$ cat src/rtl/temp_mode_selector.sv
`timescale 1ns/1ps
// temp_mode_selector
//   Two-button (up/down) selector over NUM_MODES temperature modes. Each raw
//   button is synchronised by two flops and debounced by a per-button counter.
//   A debounced rising edge becomes a one-cycle step event. Steps wrap or
//   saturate depending on WRAP. The mode code, a one-hot indicator and a
//   change pulse are all registered.
//
//   Optional build macro: TEMP_MODE_AUTOREPEAT_EN
//     When defined, holding a single button auto-repeats its step after
//     REPEAT_DELAY cycles, then every REPEAT_PERIOD cycles.
//
//   Ports:
//     clk           system clock
//     rst           asynchronous reset, active-high
//     btn_up        raw up button (asynchronous, active-high)
//     btn_down      raw down button (asynchronous, active-high)
//     en            when 0, step events are discarded
//     clear         forces the mode to RESET_MODE
//     mode          current mode code
//     led           one-hot of mode (led[mode] = 1)
//     mode_changed  one-cycle pulse in the first cycle mode shows a new value
module temp_mode_selector #(
    parameter int NUM_MODES       = 4,
    parameter int DEBOUNCE_CYCLES = 50000,
    parameter int WRAP            = 1,
    parameter int RESET_MODE      = 0,
    parameter int REPEAT_DELAY    = 500000,
    parameter int REPEAT_PERIOD   = 100000
) (
    input  logic                         clk,
    input  logic                         rst,
    input  logic                         btn_up,
    input  logic                         btn_down,
    input  logic                         en,
    input  logic                         clear,
    output logic [$clog2(NUM_MODES)-1:0] mode,
    output logic [NUM_MODES-1:0]         led,
    output logic                         mode_changed
);

    localparam int MODE_W = $clog2(NUM_MODES);
    localparam int CNT_W  = $clog2(DEBOUNCE_CYCLES + 1);

    // Reject configurations the datapath cannot represent.
    if (NUM_MODES < 2 || RESET_MODE >= NUM_MODES || DEBOUNCE_CYCLES < 1 ||
        REPEAT_DELAY < 1 || REPEAT_PERIOD < 1) begin : g_param_check
        $error("temp_mode_selector: illegal parameter combination");
    end

    // Button index 0 is up, index 1 is down.
    logic [1:0] btn_raw_s;
    logic [1:0] press_s;
    logic [1:0] step_s;
`ifdef TEMP_MODE_AUTOREPEAT_EN
    logic [1:0] level_s;
`endif

    assign btn_raw_s = {btn_down, btn_up};

    for (genvar i = 0; i < 2; i++) begin : g_btn
        logic             sync1_r;
        logic             sync2_r;
        logic             level_r;
        logic             level_d_r;
        logic             press_r;
        logic [CNT_W-1:0] cnt_r;

        // Two-flop synchroniser: the only consumer of the raw button.
        always_ff @(posedge clk or posedge rst) begin
            if (rst) begin
                sync1_r <= 1'b0;
                sync2_r <= 1'b0;
            end else begin
                sync1_r <= btn_raw_s[i];
                sync2_r <= sync1_r;
            end
        end

        // Debouncer: level flips only after DEBOUNCE_CYCLES consecutive mismatches.
        always_ff @(posedge clk or posedge rst) begin
            if (rst) begin
                level_r <= 1'b0;
                cnt_r   <= {CNT_W{1'b0}};
            end else if (sync2_r != level_r) begin
                if (cnt_r == CNT_W'(DEBOUNCE_CYCLES - 1)) begin
                    level_r <= ~level_r;
                    cnt_r   <= {CNT_W{1'b0}};
                end else begin
                    cnt_r <= cnt_r + CNT_W'(1);
                end
            end else begin
                cnt_r <= {CNT_W{1'b0}};
            end
        end

        // Rising-edge detector; the event is registered so the mode step
        // lands one edge after the debounced level is seen high.
        always_ff @(posedge clk or posedge rst) begin
            if (rst) begin
                level_d_r <= 1'b0;
                press_r   <= 1'b0;
            end else begin
                level_d_r <= level_r;
                press_r   <= level_r & ~level_d_r;
            end
        end

        assign press_s[i] = press_r;
`ifdef TEMP_MODE_AUTOREPEAT_EN
        assign level_s[i] = level_r;
`endif
    end

`ifdef TEMP_MODE_AUTOREPEAT_EN
    localparam int REP_MAX = (REPEAT_DELAY > REPEAT_PERIOD) ? REPEAT_DELAY : REPEAT_PERIOD;
    localparam int REP_W   = $clog2(REP_MAX + 1);

    for (genvar i = 0; i < 2; i++) begin : g_rep
        logic             holding_s;
        logic [REP_W-1:0] hold_r;
        logic             phase_r;   // 0: waiting for initial delay, 1: periodic
        logic             rep_r;

        // Holding both buttons suppresses repeat entirely.
        assign holding_s = level_s[i] & ~level_s[1-i];

        // Hold counter: first repeat after REPEAT_DELAY held edges, then every REPEAT_PERIOD.
        always_ff @(posedge clk or posedge rst) begin
            if (rst) begin
                hold_r  <= {REP_W{1'b0}};
                phase_r <= 1'b0;
                rep_r   <= 1'b0;
            end else if (!holding_s) begin
                hold_r  <= {REP_W{1'b0}};
                phase_r <= 1'b0;
                rep_r   <= 1'b0;
            end else if ((!phase_r && hold_r == REP_W'(REPEAT_DELAY - 1)) ||
                         ( phase_r && hold_r == REP_W'(REPEAT_PERIOD - 1))) begin
                hold_r  <= {REP_W{1'b0}};
                phase_r <= 1'b1;
                rep_r   <= 1'b1;
            end else begin
                hold_r  <= hold_r + REP_W'(1);
                rep_r   <= 1'b0;
            end
        end

        assign step_s[i] = press_s[i] | rep_r;
    end
`else
    assign step_s = press_s;
`endif

    logic [MODE_W-1:0]    mode_r;
    logic [NUM_MODES-1:0] led_r;
    logic                 changed_r;
    logic [MODE_W-1:0]    mode_next_s;
    logic                 changed_next_s;
    logic [NUM_MODES-1:0] led_next_s;

    // Mode update with priority clear > enable > simultaneous events > single step.
    always_comb begin
        mode_next_s    = mode_r;
        changed_next_s = 1'b0;
        if (clear) begin
            mode_next_s    = MODE_W'(RESET_MODE);
            changed_next_s = (mode_r != MODE_W'(RESET_MODE));
        end else if (!en) begin
            mode_next_s    = mode_r;
        end else if (step_s[0] && step_s[1]) begin
            mode_next_s    = mode_r;
        end else if (step_s[0]) begin
            if (mode_r == MODE_W'(NUM_MODES - 1)) begin
                if (WRAP != 0) begin
                    mode_next_s    = {MODE_W{1'b0}};
                    changed_next_s = 1'b1;
                end else begin
                    mode_next_s    = mode_r;
                end
            end else begin
                mode_next_s    = mode_r + MODE_W'(1);
                changed_next_s = 1'b1;
            end
        end else if (step_s[1]) begin
            if (mode_r == {MODE_W{1'b0}}) begin
                if (WRAP != 0) begin
                    mode_next_s    = MODE_W'(NUM_MODES - 1);
                    changed_next_s = 1'b1;
                end else begin
                    mode_next_s    = mode_r;
                end
            end else begin
                mode_next_s    = mode_r - MODE_W'(1);
                changed_next_s = 1'b1;
            end
        end else begin
            mode_next_s    = mode_r;
        end
    end

    // One-hot decode of the next mode so led and mode change on the same edge.
    always_comb begin
        led_next_s = {{(NUM_MODES-1){1'b0}}, 1'b1} << mode_next_s;
    end

    // Output registers.
    always_ff @(posedge clk or posedge rst) begin
        if (rst) begin
            mode_r    <= MODE_W'(RESET_MODE);
            led_r     <= {{(NUM_MODES-1){1'b0}}, 1'b1} << RESET_MODE;
            changed_r <= 1'b0;
        end else begin
            mode_r    <= mode_next_s;
            led_r     <= led_next_s;
            changed_r <= changed_next_s;
        end
    end

    assign mode         = mode_r;
    assign led          = led_r;
    assign mode_changed = changed_r;

endmodule

$ cat config.mk
export PLATFORM = sky130hd
export DESIGN_NAME = temp_mode_selector
export DESIGN_NICKNAME = d
export VERILOG_FILES = /design/src/rtl/temp_mode_selector.sv
export SDC_FILE = /design/constraint.sdc
export NUM_CORES = 1
export LEC_CHECK = 0
export BUFFER_PORTS_ARGS = -buffer_cell sky130_fd_sc_hd__buf_2
export CELL_PAD_IN_SITES_DETAIL_PLACEMENT = 1
export CELL_PAD_IN_SITES_GLOBAL_PLACEMENT = 1
export CORE_ASPECT_RATIO = 1.75
export CORE_MARGIN = 4
export CORE_UTILIZATION = 25
export CTS_CLUSTER_DIAMETER = 40
export DETAILED_ROUTE_END_ITERATION = 8
export HOLD_SLACK_MARGIN = 0.12
export PLACE_DENSITY_LB_ADDON = 0.1
export SLEW_MARGIN = 20
export SYNTH_ARGS = -nofsm -noshare
export SYNTH_HDL_FRONTEND = slang
export SYNTH_SLANG_ARGS = --single-unit
$ cat constraint.sdc
create_clock -name clk -period 2 [get_ports clk]
set_input_delay 0.2 -clock clk [delete_from_list [all_inputs] [get_ports clk]]
set_output_delay 0.2 -clock clk [all_outputs]
set_load 0.05 [all_outputs]
# After elaboration in Yosys (flattened, before gate mapping)

Index checks and enable logic that the tools add are counted.

$add $sub $neg: 4
$mul: 0
Div/mod/pow operators: 0
Order comparisons: 0
Eq/ne operators: 5
Shift-type cells: 1
Mux-type cells: 16
Bitwise logic cells: 6
Reduce and logical (&&, ||, !) cells: 5

Operator list:

| operator                | number |
|---|---|
| $mux W16                | 4 |
| $add A16 B1 Y16 const B | 2 |
| $eq A16 B16 Y1 const B  | 2 |
| $mux W2                 | 7 |
| $mux W1                 | 5 |
| $not A1 Y1              | 4 |
| $reduce_and A2 Y1       | 2 |
| $shl A1 B2 Y4 const A   | 1 |
| $add A2 B1 Y2 const B   | 1 |
| $and A1 B1 Y1           | 2 |
| $eq A2 B2 Y1 const B    | 1 |
| $logic_not A2 Y1        | 1 |
| $ne A1 B1 Y1            | 2 |
| $reduce_bool A2 Y1      | 1 |
| $sub A2 B1 Y2 const B   | 1 |
| $logic_and A1 B1 Y1     | 1 |

Bits in registers: 49
Bits in latches: 0
Bits in writable memories: 0
Bits in read-only memories: 0
Input bits: 6
Memories: 0

# Logic depth before layout (Yosys ltp)

Gate-level depths: netlist of run 1.

Depth in word-level cells: 8
Mapped depth: 6
Depth with buffers taken out: 5

# Worst setup path before layout of run 1

OpenSTA, ideal clock, no wires.

Path kind: flip-flop to flip-flop
Start: reg mode_r[0] (netlist: mode[0])
End: reg led_r[2] (netlist: led[2])
Library setup time: 73 ps
Arrival time: 1952 ps
Required time: 1927 ps
Slack: -25 ps
Cell stages (with the launch flop): 6
Period minus slack after synthesis: 2025 ps
Cell sequence: dfrtp_1 -> inv_1 -> ha_1 -> or4b_1 -> a31oi_1 -> nor2b_1

Word-level cells in the longest chain between the ends: 8
Elaborated cells between the ends (all ways): 12
Those cells by class: add/sub (2); eq/ne (1); shift (1); mux (7); reduce/logical (1)

Ends and longest elaborated chain:

| element                                                  | RTL line | source |
|---|---|---|
| from (decl)                                              | 155      | `logic [MODE_W-1:0] mode_r;` |
| from (signal assigned)                                   | 210      | `mode_r <= MODE_W'(RESET_MODE);` |
| from (signal assigned)                                   | 214      | `mode_r <= mode_next_s;` |
| $sub A2 B1 Y2 / $logic_not A2 Y1 (equally long branches) | 194, 186 |  |
| $mux W2                                                  | 186      | `if (mode_r == {MODE_W{1'b0}}) begin` |
| $mux W2                                                  | 185      | `end else if (step_s[1]) begin` |
| $mux W2 *                                                | 173      | `end else if (step_s[0]) begin` |
| $mux W2 *                                                | 171      | `end else if (step_s[0] && step_s[1]) begin` |
| $mux W2 *                                                | 169      | `end else if (!en) begin` |
| $mux W2 *                                                | 166      | `if (clear) begin` |
| via mode_next_s[1]                                       | 158      | `logic [MODE_W-1:0] mode_next_s;` |
| $shl A1 B2 Y4 *                                          | 204      | `led_next_s = {{(NUM_MODES-1){1'b0}}, 1'b1} << mode_next_s;` |
| via led_next_s[2]                                        | 160      | `logic [NUM_MODES-1:0] led_next_s;` |
| to (signal assigned)                                     | 211      | `led_r <= {{(NUM_MODES-1){1'b0}}, 1'b1} << RESET_MODE;` |
| to (signal assigned)                                     | 215      | `led_r <= led_next_s;` |
| to (decl)                                                | 156      | `logic [NUM_MODES-1:0] led_r;` |

Mark *: on every way through the listed nets, which the timed path passes. The rest lies on a longest branch.
A chain may end at the register's enable or synchronous reset.

# Worst setup path in the final report of run 1

Start: reg g_btn[0].press_r
End: reg led_r[3] (netlist: led[3])

Word-level cells in the longest chain between the ends: 5
Elaborated cells between the ends (all ways): 6
Those cells by class: shift (1); mux (4); reduce/logical (1)

Ends and longest elaborated chain:

| element                                               | RTL line | source |
|---|---|---|
| from (decl)                                           | 66       | `logic press_r;` |
| from (signal assigned)                                | 105      | `press_r <= level_r & ~level_d_r;` |
| $mux W2 / $logic_and A1 B1 Y1 (equally long branches) | 173, 171 |  |
| $mux W2 *                                             | 171      |  |
| $mux W2 *                                             | 169      |  |
| $mux W2 *                                             | 166      |  |
| via mode_next_s[1]                                    | 158      |  |
| $shl A1 B2 Y4 *                                       | 204      |  |
| via led_next_s[3]                                     | 160      |  |

Marks and branches as above.

==> impl_metrics.json, run 1 <==
{
  "outcome": "completed",
  "drt-total-wl_um": 5150,
  "diodes": 0,
  "utilization_pct": 31.0,
  "post-place-ws_ns": 0.0949,
  "io_pins": 13,
  "dieArea_mm2": 0.0104,
  "timing.hold.ws_ns": 0.164,
  "seq_area_mm2": 0.00123,
  "worst_pin_slew_ns": 0.463,
  "layout_common_cells": "47 x dfrtp_1, 35 x nor2_1, 21 x xnor2_1",
  "slowest_delay_ns": 0.49,
  "yosysUniqueCellTypes": 30,
  "gp_congestion": 0.731,
  "core_area_mm2": 0.00861,
  "netlist_instances": 204,
  "instances_no_fill": 351,
  "synthesis.area_mm2": 0.00220,
  "vdd_drop_max_mv": 0.332,
  "stdcell_area_mm2": 0.00267,
  "synthToLayoutAreaGrowth_pct": 21.3,
  "dp_hpwl_um": 3890,
  "start_util_pct": 25.5,
  "final_common_cell": "dfrtp_1",
  "max_freq_ghz": 0.539,
  "drc": 0,
  "setup_viol": 0,
  "clock_latency_ns": 0.29,
  "hp-class": "in -> reg",
  "die_h_um": 132,
  "synth-seq-area-share_pct": 55.8,
  "synth.avg_cell_area_um2": 10.8,
  "leakagePower_nw": 1.14,
  "cts_sinks": 49,
  "cp_max_fo": 5,
  "ctsHtreeMaxLevel": 2,
  "cp-end-kind": "flop",
  "dpl-instance-area_mm2": 0.00248,
  "cts_made_buffers": 5,
  "period_minus_slack_ns": 1.85,
  "wl_per_cell_um": 14.7,
  "hold_viol": 0,
  "synthArstFlopShare_pct": 100,
  "layout-drive-gt1-share_pct": 16.2,
  "synth_edf_count": 0,
  "grt_pass1_wl_um": 8750,
  "rows": 45,
  "setup_slack_ns": 0.146,
  "drv_cap": 0,
  "finClkSkew_ns": 0.00679,
  "power_mw": 1.96,
  "syn-num-nets": 214,
  "multiInputGateArea_um2": 916,
  "cp-start-kind": "flop",
  "finalCritPeriodShare_pct": 92.7,
  "fillers": 988,
  "cp.required_ns": 2.22,
  "grt_setup_unrepaired": "no",
  "via_count": 1565,
  "crit_type": "reg -> reg",
  "grt_overflow": 0,
  "p_per_area_mw_per_mm2": 735,
  "finalSetupTns_ns": 0,
  "antenna_found_initial": 0,
  "cts_tree": "done",
  "fin_nets": 243,
  "dp_cells": 340,
  "relSlewSlack_pct": 68.8,
  "synth_ff_type": "dfrtp_1",
  "first_iter_violations": 25,
  "cpMaxStageDelayCell": "or4b_1",
  "root_buffer": "clkbuf_16",
  "detail_route.first_pass.iterations": 2,
  "ant_nets": 0,
  "port_buffers": 12,
  "grt_util_all_layers_pct": 11.0,
  "grt_max_degree": 36,
  "avgViaCountPerCell": 4.46,
  "path_cells": "ha_1 > nand2b_1 > or4b_1 > a31oi_2 > and2_1",
  "slew_viol_final": 0,
  "die_w_um": 78.9,
  "clockBufferDepth": 2,
  "clk_pin_slew_ns": 0.07,
  "grt_pass1_vias": 1702,
  "yosysWarningCount": 0,
  "ys_ff_latch": 49,
  "cp.arrival_ns": 2.08
}
what timing repair did:
action                     CTS  global route
hold endpoints to repair    16             0
setup endpoints to repair    0             1
setup buffers                0             0
hold buffers                 3             0
resized for setup            0             1
worst paths after layout:
path,start,endpoint,slack (ns),depth (start not counted)
min in group asynchronous,rst,g_btn[1].sync2_r,0.42,3
min,clear,mode[1],0.16,2
min reg2reg,g_btn[1].sync1_r,g_btn[1].sync2_r,0.36,0
max reg2reg,g_btn[0].press_r,led[3],0.15,5
max,g_btn[0].press_r,led[3],0.15,5
max in group asynchronous,rst,led[0],1.01,4
worst max-delay path, delay by kind of cell (launching register included):
kind	cells	cell delay [ns]
and+or+nand+nor	3	0.85
DFF	1	0.41
AOI/OAI and AO/OA	1	0.32
adders and majority gates	1	0.21
per-layer routing:
metal / vias up / track usage, % / part of all wire (%)
met4: 0 / 5.16 / 3.1
met1: 787 / 10.9 / 35
met2: 12 / 21.1 / 60
li1: 756 / - / -
met3: 10 / 2.46 / 1.8
met5: - / 0 / 0
synthesized netlist by cell type (2+ instances only):
| cell type | count | area share [%] |
|---|---|---|
| ha_1 | 4 | 2.3 |
| nor4_1 | 10 | 2.8 |
| mux2_2 | 2 | 1.0 |
| nand2_1 | 8 | 1.4 |
| nand3_1 | 12 | 2.7 |
| nor4b_1 | 2 | 0.80 |
| o21ai_0 | 2 | 0.45 |
| a21oi_1 | 2 | 0.45 |
| nor4bb_1 | 2 | 0.91 |
| nor2_1 | 35 | 6.0 |
| nand4_1 | 10 | 2.8 |
| xnor2_1 | 21 | 8.4 |
| xor2_1 | 8 | 3.2 |
| and2_1 | 3 | 0.85 |
| and3_1 | 3 | 0.85 |
| dfrtp_1 | 48 | 55 |
| nor2b_1 | 4 | 1.1 |
| inv_1 | 10 | 1.7 |
| nor3_1 | 6 | 1.4 |
| buf_6 | 2 | 1.0 |
state kept, by name, indices dropped and copies added, names as in the netlist:
signal / flops
mode: 2
g_btn.sync1_r: 2
led: 4
g_btn.level_d_r: 2
g_btn.sync2_r: 2
g_btn.level_r: 2
g_btn.cnt_r: 32
mode_changed: 1
g_btn.press_r: 2
cell families after synthesis:
kind of cell	synth area share [%]
multiplexers	1.48
AO/OA/AOI/OAI	2.44
AND/OR/NAND/NOR	23.6
adder cells (fa/ha/maj)	2.27
buffers and inverters	2.90
XOR/XNOR	11.5
flip-flops	55.8
power by group:
group	switching [mW]	internal, mW
Sequential	0.0122	1.00
Combinational	0.0462	0.0301
Clock	0.397	0.473
cell type report:
cell class                 instances  area share [%]
clock buffer                       5            4.69
multi-input combinational        142            34.3
sequential                        49            46.0
timing repair buffer              25            7.13
tap                              117            5.49
inverter                          10            1.41
clock inverter                     3           0.938
Power figures use the tool's default switching activity.
==> run 2, diff against run 1 <==
--- a/config.mk
+++ b/config.mk
@@ -9,9 +9,10 @@
 export CELL_PAD_IN_SITES_DETAIL_PLACEMENT = 1
 export CELL_PAD_IN_SITES_GLOBAL_PLACEMENT = 1
 export CORE_ASPECT_RATIO = 1.75
-export CORE_MARGIN = 4
+export CORE_MARGIN = 2
 export CORE_UTILIZATION = 25
 export CTS_CLUSTER_DIAMETER = 40
+export CTS_CLUSTER_SIZE = 25
 export DETAILED_ROUTE_END_ITERATION = 8
 export HOLD_SLACK_MARGIN = 0.12
 export PLACE_DENSITY_LB_ADDON = 0.1
==> run 2 against run 1 <==
- sequential cell count stayed put
- worst setup slack improved by 0.052 ns
- total power is 1.7% lower
- sequential share of layout area is 0.57 points higher
- combinational power hardly changed
- cell area down 1.2%
- critical path depth is the same
- largest cell class unchanged
- fmax increased by 2.9%
- wire length is 0.64% lower
- critical path type unchanged
==> impl_metrics.json, run 2 (synthesized netlist as in run 1, its figures left out) <==
{
  "outcome": "completed",
  "cp-end-kind": "flop",
  "diodes": 0,
  "utilization_pct": 30.6,
  "timing.hold.ws_ns": 0.153,
  "layout-drive-gt1-share_pct": 14.3,
  "die_h_um": 128,
  "grt_pass1_vias": 1763,
  "max_freq_ghz": 0.555,
  "clk_pin_slew_ns": 0.07,
  "cp_max_fo": 5,
  "crit_type": "reg -> reg",
  "io_pins": 13,
  "seq_area_mm2": 0.00123,
  "relSlewSlack_pct": 74.6,
  "postCtsSetupRepairBufs": 0,
  "start_util_pct": 25.5,
  "worst_pin_slew_ns": 0.375,
  "dieArea_mm2": 0.00960,
  "grt_setup_unrepaired": "no",
  "vdd_drop_max_mv": 0.446,
  "finClkSkew_ns": 0.0108,
  "fillers": 977,
  "first_iter_violations": 39,
  "top_register": "g_btn.cnt_r",
  "period_minus_slack_ns": 1.80,
  "slew_viol_final": 0,
  "dpl-instance-area_mm2": 0.00246,
  "min_to": "mode[1]",
  "stdcell_area_mm2": 0.00264,
  "p_per_area_mw_per_mm2": 732,
  "r2r_slack_ns": 0.20,
  "largest_reg_flops": 32,
  "drc": 0,
  "worstReg2RegEnd": "led[3]",
  "r2r_cells": 5,
  "antenna_found_initial": 0,
  "r2r-start": "g_btn[0].press_r",
  "grt_pass1_wl_um": 8830,
  "rows": 45,
  "detail_route.first_pass.iterations": 4,
  "cts_sinks": 49,
  "hp-class": "in -> reg",
  "cts_tree": "done",
  "wl_per_cell_um": 14.7,
  "cp.required_ns": 2.23,
  "fin_nets": 240,
  "grt_overflow": 0,
  "clock_latency_ns": 0.29,
  "layout_common_cells": "47 x dfrtp_1, 35 x nor2_1, 21 x xnor2_1",
  "drv_cap": 0,
  "port_buffers": 12,
  "cp-start-kind": "flop",
  "setup_viol": 0,
  "finalSetupTns_ns": 0,
  "hold_viol": 0,
  "finalCritPeriodShare_pct": 90.1,
  "avgViaCountPerCell": 4.48,
  "core_area_mm2": 0.00861,
  "dp_hpwl_um": 3660,
  "grt_max_degree": 50,
  "hold_start": "clear",
  "cts_made_buffers": 5,
  "multiInputGateArea_um2": 916,
  "die_w_um": 74.9,
  "drt-total-wl_um": 5110,
  "via_count": 1559,
  "whs_path_depth": 2,
  "ant_nets": 0,
  "final_common_cell": "dfrtp_1",
  "gp_congestion": 0.705,
  "cp.arrival_ns": 2.03,
  "grt_util_all_layers_pct": 12.5,
  "root_buffer": "clkbuf_16",
  "ctsHtreeMaxLevel": 2,
  "synthToLayoutAreaGrowth_pct": 19.8,
  "clockBufferDepth": 2,
  "leakagePower_nw": 1.11
}
-- run 2: area by class of cell --
| cell class | instances | area share, % |
|---|---|---|
| Multi-Input combinational cell | 142 | 34.7 |
| Inverter | 10 | 1.42 |
| Timing Repair Buffer | 22 | 6.36 |
| Sequential cell | 49 | 46.6 |
| Clock buffer | 7 | 5.03 |
| Clock inverter | 1 | 0.285 |
| Tap cell | 117 | 5.55 |
-- run 2: per-layer routing --
layer / GRT usage, % / up-vias / wire length [um]
met5: 0 / - / 0
met4: 5.67 / 0 / 115
met3: 2.36 / 7 / 81
met2: 23.1 / 12 / 3020
met1: 12.8 / 793 / 1900
li1: - / 747 / -
-- run 2: what timing repair did --
action | in CTS | in global routing
resized for setup | 0 | 1
hold endpoints to repair | 50 | 0
hold buffers | 3 | 0
setup endpoints to repair | 0 | 1
-- run 2: critical path, cell delays in order, from the launching register on --
cell and delay (ns):
dfrtp_1 0.41, ha_1 0.21, nand2b_1 0.17, or4b_1 0.49, a31oi_2 0.30, and2_1 0.17
-- run 2: worst max path at each step --
stage / slack [ns] / from / cells after the start / end
6_report: 0.20 / g_btn[0].press_r / 5 / led[3]
4_1_cts: 0.1 / g_btn[0].press_r / 5 / led[3]
5_1_grt: 0.07 / g_btn[0].press_r / 5 / led[3]
3_3_place_gp: 0.18 / g_btn[0].press_r / 5 / led[3]
2_1_floorplan: 0.007 / mode[1] / 5 / led[2]
3_5_place_dp: 0.11 / g_btn[0].press_r / 5 / led[3]
-- run 2: through the flow --
| stage | std cells | total power, mW | worst slack, ns |
|---|---|---|---|
| floorplan | 204 | 1.08 | 0.00707 |
| global placement | 337 | 1.11 | 0.184 |
| detailed placement | 337 | 1.11 | 0.114 |
| CTS | 348 | 1.99 | 0.0966 |
| global route | 348 | 2.02 | 0.0703 |
| finish | 348 | 1.93 | 0.198 |
-- run 2: report_power, final --
group	total, mW	internal (mW)	switching (mW)
registers	1.02	1.00	0.0124
clock network	0.835	0.466	0.370
logic	0.0761	0.0306	0.0455
total	1.93	1.50	0.428
